<file path="src/rtl/wb_arbiter.sv">
// wb_arbiter: register-file write-back arbiter.
// Merges ALU results and load responses into one registered write port.
// Loads are extended on entry and buffered in a 2-entry FIFO. Any FIFO
// entry ahead of an ALU result is drained first only when the FIFO is full.
// Optional feature macro: WB_FWD_EN adds decode-stage bypass outputs taken
// from the registered write port.
module wb_arbiter #(
    parameter int XLEN = 32
) (
    input  logic            clk,
    input  logic            rst_n,
    input  logic            alu_valid,
    output logic            alu_ready,
    input  logic [4:0]      alu_rd,
    input  logic [XLEN-1:0] alu_data,
    input  logic            lsu_valid,
    output logic            lsu_ready,
    input  logic [4:0]      lsu_rd,
    input  logic [2:0]      lsu_funct3,
    input  logic [1:0]      lsu_addr_lo,
    input  logic [XLEN-1:0] lsu_data,
`ifdef WB_FWD_EN
    input  logic [4:0]      src1_addr,
    input  logic [4:0]      src2_addr,
    output logic            fwd1_hit,
    output logic [XLEN-1:0] fwd1_data,
    output logic            fwd2_hit,
    output logic [XLEN-1:0] fwd2_data,
`endif
    output logic            rf_wen_n,
    output logic [4:0]      rf_rd,
    output logic [XLEN-1:0] rf_data
);

    // Extend a raw aligned load word according to the load type and offset.
    function automatic logic [XLEN-1:0] load_ext(input logic [XLEN-1:0] d,
                                                 input logic [2:0] f3,
                                                 input logic [1:0] off);
        logic [7:0]  b;
        logic [15:0] h;
        b = d[{off, 3'b000} +: 8];
        h = d[{off[1], 4'b0000} +: 16];
        case (f3)
            3'b000:  load_ext = {{(XLEN-8){b[7]}}, b};
            3'b100:  load_ext = {{(XLEN-8){1'b0}}, b};
            3'b001:  load_ext = {{(XLEN-16){h[15]}}, h};
            3'b101:  load_ext = {{(XLEN-16){1'b0}}, h};
            default: load_ext = d;
        endcase
    endfunction

    logic [4:0]      fifo_rd   [2];
    logic [XLEN-1:0] fifo_data [2];
    logic            wr_ptr;
    logic            rd_ptr;
    logic [1:0]      count;

    logic            full;
    logic            push;
    logic            pop;
    logic            sel_alu;
    logic            sel_any;
    logic [4:0]      sel_rd;
    logic [XLEN-1:0] sel_data;

    // Arbitration: a full FIFO must drain, otherwise ALU has priority.
    // Readiness depends only on the registered count, never on valids.
    always_comb begin
        full      = (count == 2'd2);
        alu_ready = !full;
        lsu_ready = !full;
        push      = lsu_valid && !full;
        sel_alu   = alu_valid && !full;
        pop       = full || (!alu_valid && (count != 2'd0));
        sel_any   = sel_alu || pop;
        sel_rd    = pop ? fifo_rd[rd_ptr]   : alu_rd;
        sel_data  = pop ? fifo_data[rd_ptr] : alu_data;
    end

    // FIFO storage: payload needs no reset, occupancy is tracked separately.
    always_ff @(posedge clk) begin
        if (push) begin
            fifo_rd[wr_ptr]   <= lsu_rd;
            fifo_data[wr_ptr] <= load_ext(lsu_data, lsu_funct3, lsu_addr_lo);
        end
    end

    // FIFO pointers and occupancy; simultaneous push and pop leave count unchanged.
    always_ff @(posedge clk) begin
        if (!rst_n) begin
            wr_ptr <= 1'b0;
            rd_ptr <= 1'b0;
            count  <= 2'd0;
        end else begin
            if (push) wr_ptr <= ~wr_ptr;
            if (pop)  rd_ptr <= ~rd_ptr;
            count <= count + {1'b0, push} - {1'b0, pop};
        end
    end

    // Registered write port; writes to x0 are consumed without asserting the enable.
    always_ff @(posedge clk) begin
        if (!rst_n) begin
            rf_wen_n <= 1'b1;
            rf_rd    <= 5'd0;
            rf_data  <= '0;
        end else begin
            rf_wen_n <= !(sel_any && (sel_rd != 5'd0));
            if (sel_any && (sel_rd != 5'd0)) begin
                rf_rd   <= sel_rd;
                rf_data <= sel_data;
            end
        end
    end

`ifdef WB_FWD_EN
    // Bypass the value currently being written to decode-stage readers.
    always_comb begin
        fwd1_hit  = !rf_wen_n && (rf_rd == src1_addr) && (src1_addr != 5'd0);
        fwd2_hit  = !rf_wen_n && (rf_rd == src2_addr) && (src2_addr != 5'd0);
        fwd1_data = fwd1_hit ? rf_data : '0;
        fwd2_data = fwd2_hit ? rf_data : '0;
    end
`endif

endmodule

</file>
<file path="config.mk">
export PLATFORM = sky130hd
export DESIGN_NAME = wb_arbiter
export DESIGN_NICKNAME = d
export VERILOG_FILES = /design/src/rtl/wb_arbiter.sv
export SDC_FILE = /design/constraint.sdc
export NUM_CORES = 1
export LEC_CHECK = 0
export CAP_MARGIN = 30
export CORE_AREA = 2 2 141 143
export DETAILED_ROUTE_END_ITERATION = 6
export DIE_AREA = 0 0 143 145
export PLACE_DENSITY_LB_ADDON = 0.3
export SYNTH_ARGS = -nofsm -noshare
export SYNTH_HDL_FRONTEND = slang
export SYNTH_SLANG_ARGS = --single-unit
</file>
<file path="constraint.sdc">
create_clock -name clk -period 3.2 [get_ports clk]
set_clock_uncertainty 0.05 [all_clocks]
set_input_delay 0.64 -clock clk [delete_from_list [all_inputs] [get_ports clk]]
set_output_delay 0.64 -clock clk [all_outputs]
set_load 0.02 [all_outputs]
</file>
# [Word level (Yosys, flattened, before mapping)]
# Memory sizes are Yosys's and may differ from the RTL's. A register that Yosys moved wholly into a read port is not among the register bits.
# Index checks and enable logic that the tools add are counted.
[classes] bitwise_logic=2 n_eq_ne=4 shifts=2 add_sub_neg=2 reduce_logical=12 mux=10
[op_table] op="$pmux W32 S4" count=1
[op_table] op="$mux W32" count=2
[op_table] op="$shiftx A32 B6 Y16" count=1
[op_table] op="$shiftx A32 B6 Y8" count=1
[op_table] op="$eq A3 B3 Y1 const B" count=2
[op_table] op="$mux W1" count=6
[op_table] op="$mux W5" count=1
[op_table] op="$reduce_bool A5 Y1" count=1
[op_table] op="$logic_and A1 B1 Y1" count=4
[op_table] op="$eq A3 B1 Y1 const B" count=1
[op_table] op="$logic_not A1 Y1" count=3
[op_table] op="$logic_not A3 Y1" count=1
[op_table] op="$add A2 B1 Y2" count=1
[op_table] op="$eq A2 B2 Y1 const B" count=1
[op_table] op="$logic_or A1 B1 Y1" count=2
[op_table] op="$not A1 Y1" count=2
[op_table] op="$reduce_bool A2 Y1" count=1
[op_table] op="$sub A2 B1 Y2" count=1
[totals] output_inout_bits=40 wordCells=40 ramBits=74 memories=2 register_bits=42 input_bits=83
[mem_list] name="fifo_data" depth=2 width=32 read_ports=1 rd_ports_with_merged_regs=1 write_ports=1 line_no="53" rtl="logic [XLEN-1:0] fifo_data [2];"
[mem_list] name="fifo_rd" depth=2 width=5 read_ports=1 rd_ports_with_merged_regs=1 write_ports=1 line_no="52" rtl="logic [4:0] fifo_rd [2];"

# [Logic depth before layout (Yosys ltp)]
[depth] ltp_word=7 mapped_depth=10

# [Least setup slack after synthesis]
# Ideal clock, no wire load.
[synth_path] path_kind="flip-flop to flip-flop" start="reg count[0]" end="mem fifo_data[0][0] (enable)" required_time_ns=2.717 arrival_ns=2.452 path_slack_ns=0.266 stages_incl_launch_ff=5 n_path_buf=0 path_cell_list="dfxtp_1 and2b_4 inv_2 nand2_1 nor2_1"
[synth_between] elab_chain_len=5
[synth_lines] element="start, declared" line_no="56" rtl="logic [1:0] count;"
[synth_lines] element="start signal, assigned" line_no="97" rtl="count <= count + {1'b0, push} - {1'b0, pop};"
[synth_lines] element="$eq A2 B2 Y1" line_no="69" rtl="full = (count == 2'd2);"
[synth_lines] element="$logic_not A1 Y1"
[synth_lines] element="net alu_ready" line_no="13" rtl="output logic alu_ready,"
[synth_lines] element="$logic_and A1 B1 Y1" line_no="72" rtl="push = lsu_valid && !full;"
[synth_lines] element="$mux W1" line_no="82" rtl="if (push) begin"
[synth_lines] element="$mux W1 (implied by the code)" line_no="84" rtl="fifo_data[wr_ptr] <= load_ext(lsu_data, lsu_funct3, lsu_addr_lo);"
[synth_lines] element="end, declared" line_no="53"
# The timed path passes the listed nets, and every way through them passes these cells.

# [Final worst setup path]
[layout_path] start="reg count[0]" end="out alu_ready"
[layout_between] elab_chain_len=2
[layout_lines] element="$eq A2 B2 Y1" line_no="69"
[layout_lines] element="$logic_not A1 Y1" line_no="70" rtl="alu_ready = !full;"
[layout_lines] element="end, declared" line_no="13"
# Every way passes these cells.

==> key figures <==
Logic synthesis
  – Register bit total from synthesis: 117
  – Top cell type by total area after synthesis: edfxtp_1
  – Compound-Gate Fraction of Synth Area: 15.3%
  – Mux contribution to synthesized area: 9.06%
  – Yosys warning total: 0
  – Post-synth EDFFs: 74
  – Predominant post-synthesis flop cell: edfxtp_1
  – Ranking of synthesized cells by area: edfxtp_1, dfxtp_1, mux2i_1, nand2_1, o211ai_1
  – Adder-cell area share of the yosys netlist: 0.457%
  – Avg Inst Size Synth: 11.1 um2
  – Main combinational cell family by area after synthesis: compound AO/OA/AOI/OAI gates
  – Simple-gate portion of the synthesized area: 14.4%
  – Seq/Total Area, Yosys: 56.4%
  – Mapped Area: 5470 um2
  – Async S/R FF share, synth: 0%
  – Post-synth top area share: 40.6%
  – Post-Synth XOR/XNOR Area: 0.480%
  – Number of library cell types mapped by synthesis: 52
  – Net Count, Synth: 576
  – Post-Syn Instances: 491

Layout
  – Share of post-route cells with drive strength above 1: 12.8%
  – Layout area overhead: 37.8%
  – Most frequent cells in the layout: clkdlybuf4s50_1, nand2_1, edfxtp_1, mux2i_1, dfxtp_1
  – Nets@finish: 687
  – Design area: 7540 um2
  – N_diodes: 0
  – Most common cell after layout, fill and taps aside: clkdlybuf4s50_1

GRT
  – Initial antenna violation count: 0
  – Number of global-route vias before repair: 4,031
  – Grt ovf: 0
  – First-pass GRT wire length: 22,800 um
  – GRT Resource Usage Total: 14.3%
  – Met3 Use GR: 3.27%
  – Pin count of the biggest net entering global routing: 77
  – Gr busiest metal: met2
  – Met1 Usage GRT: 20.6%
  – GR Util met2: 21.0%

Place
  – Input/output buffers: 122
  – Gpl congestion: 0.882
  – Post-DP Area: 6920 um2
  – Hpwl dp: 10,800 um

Run
  – Max cap viols: 0

STA
  – Max-slew violations: 0
  – Setup_tns: 0 ns
  – Fin. Hold Viols: 0
  – Period Utilization, post-route: 79.0%
  – Worst Hold Slack: 0.409 ns
  – Fmax: 396 MHz
  – Fin crit period: 2.53 ns
  – Slew @ Worst Pin: 0.583 ns
  – Worst slew margin: 61.1%
  – RSZ-0062 raised after global routing: no
  – # setup viols final: 0

Worst setup path
  – Startpoint types: register
  – WS Path Type: register to primary output
  – Critical Path AT: 1.84 ns
  – Worst Path Required: 2.51 ns
  – CP Max Fanout: 7
  – Critical Path Sink Type: primary output

Clock network
  – CTS sink count: 117
  – Cts bufs inserted: 17
  – Setup Buffers After CTS: 0
  – Cts hold-fix bufs: 0
  – H-tree levels: 4
  – CTS clk-pin slew, worst paths: 0.06 ns
  – Deepest clock path buffer count: 2
  – Post-cts sizing count: 0
  – CTS root buf: clkbuf_16
  – CTS tree: done
  – Clk_lat worst skew: 0.41 ns

Floorplan
  – Die ar.: 20,700 um2
  – Die Span Y: 145 um
  – Chip width: 143 um
  – Starting density of the core: 28.5%
  – Core Area: 19,200 um2
  – FP Rows: 51
  – Io pins: 123

Routing
  – Vias per std cell: 4.79
  – Detailed Routing Iterations Pass 1: 4
  – Remaining antenna violation count: 0
  – Avg WL per Cell: 16.7 um
  – Iteration-0 DRC Markers: 430
  – DRC Markers: 0
  – Vias after detailed routing: 4,211
  – DRT Wirelength: 14,700 um

Pwr
  – Worst VDD drop: 0.373 mV
  – LEAKAGE: 2.66 nW
  – Pwr Density: 808 nW/um2

Min path
  – Hold Path Class: register to register

Status
  – Run status: finished clean
cell families after synthesis:
family / Yosys count
AO/OA/AOI/OAI: 115
XOR/XNOR: 3
adder cells (fa/ha/maj): 2
buffers and inverters: 45
flip-flops: 117
multiplexers: 48
AND/OR/NAND/NOR: 161
power by group:
part	internal (W)	leakage, nW	switching [W]	total, W
clock	0.00125	0.301	0.000728	0.00197
sequential	0.00199	1.06	0.000176	0.00217
combinational	0.000827	1.31	0.00112	0.00195
synth_stat cells (all sizes together) (5+ instances only):
cell type and instances:
a21oi 11, and2 7, buf 18, clkbuf 22, dfxtp 43, edfxtp 74
inv 5, mux2i 45, nand2 83, nand2b 5, nand3 9, nand4 32
nor2 12, o211ai 39, o21ai 45
per-stage QoR:
| step | setup slack (ns) | instances | utilization [%] | total power, W |
|---|---|---|---|---|
| detailed placement | 0.319 | 848 | 36.0 | 0.00417 |
| floorplan | 0.266 | 491 | - | 0.00337 |
| global placement | 0.351 | 848 | 36.0 | 0.00414 |
| CTS | 0.651 | 880 | 39.2 | 0.00615 |
| finish | 0.673 | 880 | 39.2 | 0.00609 |
| global route | 0.585 | 880 | 39.2 | 0.00639 |
worst max-delay path, cell delays in order (launching register included):
cell             delay (ns)
dfxtp_1                0.42
and2b_4                0.24
inv_2                  0.14
clkdlybuf4s50_1        0.63
path summary, 6_finish.rpt:
path                            slack [ns]                      from  cells after the start                  endpoint
worst min register to register        0.41  rf_data[19]$_SDFFE_PN0P_                      2  rf_data[19]$_SDFFE_PN0P_
worst max register to register        1.02                  register                      5  rf_data[31]$_SDFFE_PN0P_
worst max-delay path                  0.67       count[0]$_SDFF_PN0_                      3                 alu_ready
worst min-delay path                  0.41  rf_data[19]$_SDFFE_PN0P_                      2  rf_data[19]$_SDFFE_PN0P_
sequential cells by signal, summed over array words and instances, names as in the netlist, named ones only:
| name | cells |
|---|---|
| fifo_data | 64 |
| rf_data | 32 |
| fifo_rd | 10 |
| rf_rd | 5 |
| rd_ptr | 1 |
| count | 2 |
| rf_wen_n | 1 |
| wr_ptr | 1 |
metal layers:
metal / share of wire [%] / wire (um)
met1: 48 / 7130
met2: 45 / 6560
met3: 5.1 / 750
met4: 2.0 / 296
met5: 0 / 0
final cells by class:
cell class	count	area [um2]
Clock buffer	17	425
Clock inverter	15	194
Fill cell	1847	11700
Inverter	5	18.8
Multi-Input combinational cell	329	2180
Sequential cell	117	3080
Tap cell	265	332
Timing Repair Buffer	132	1300
Note: power is estimated with default switching activity, not from simulation.
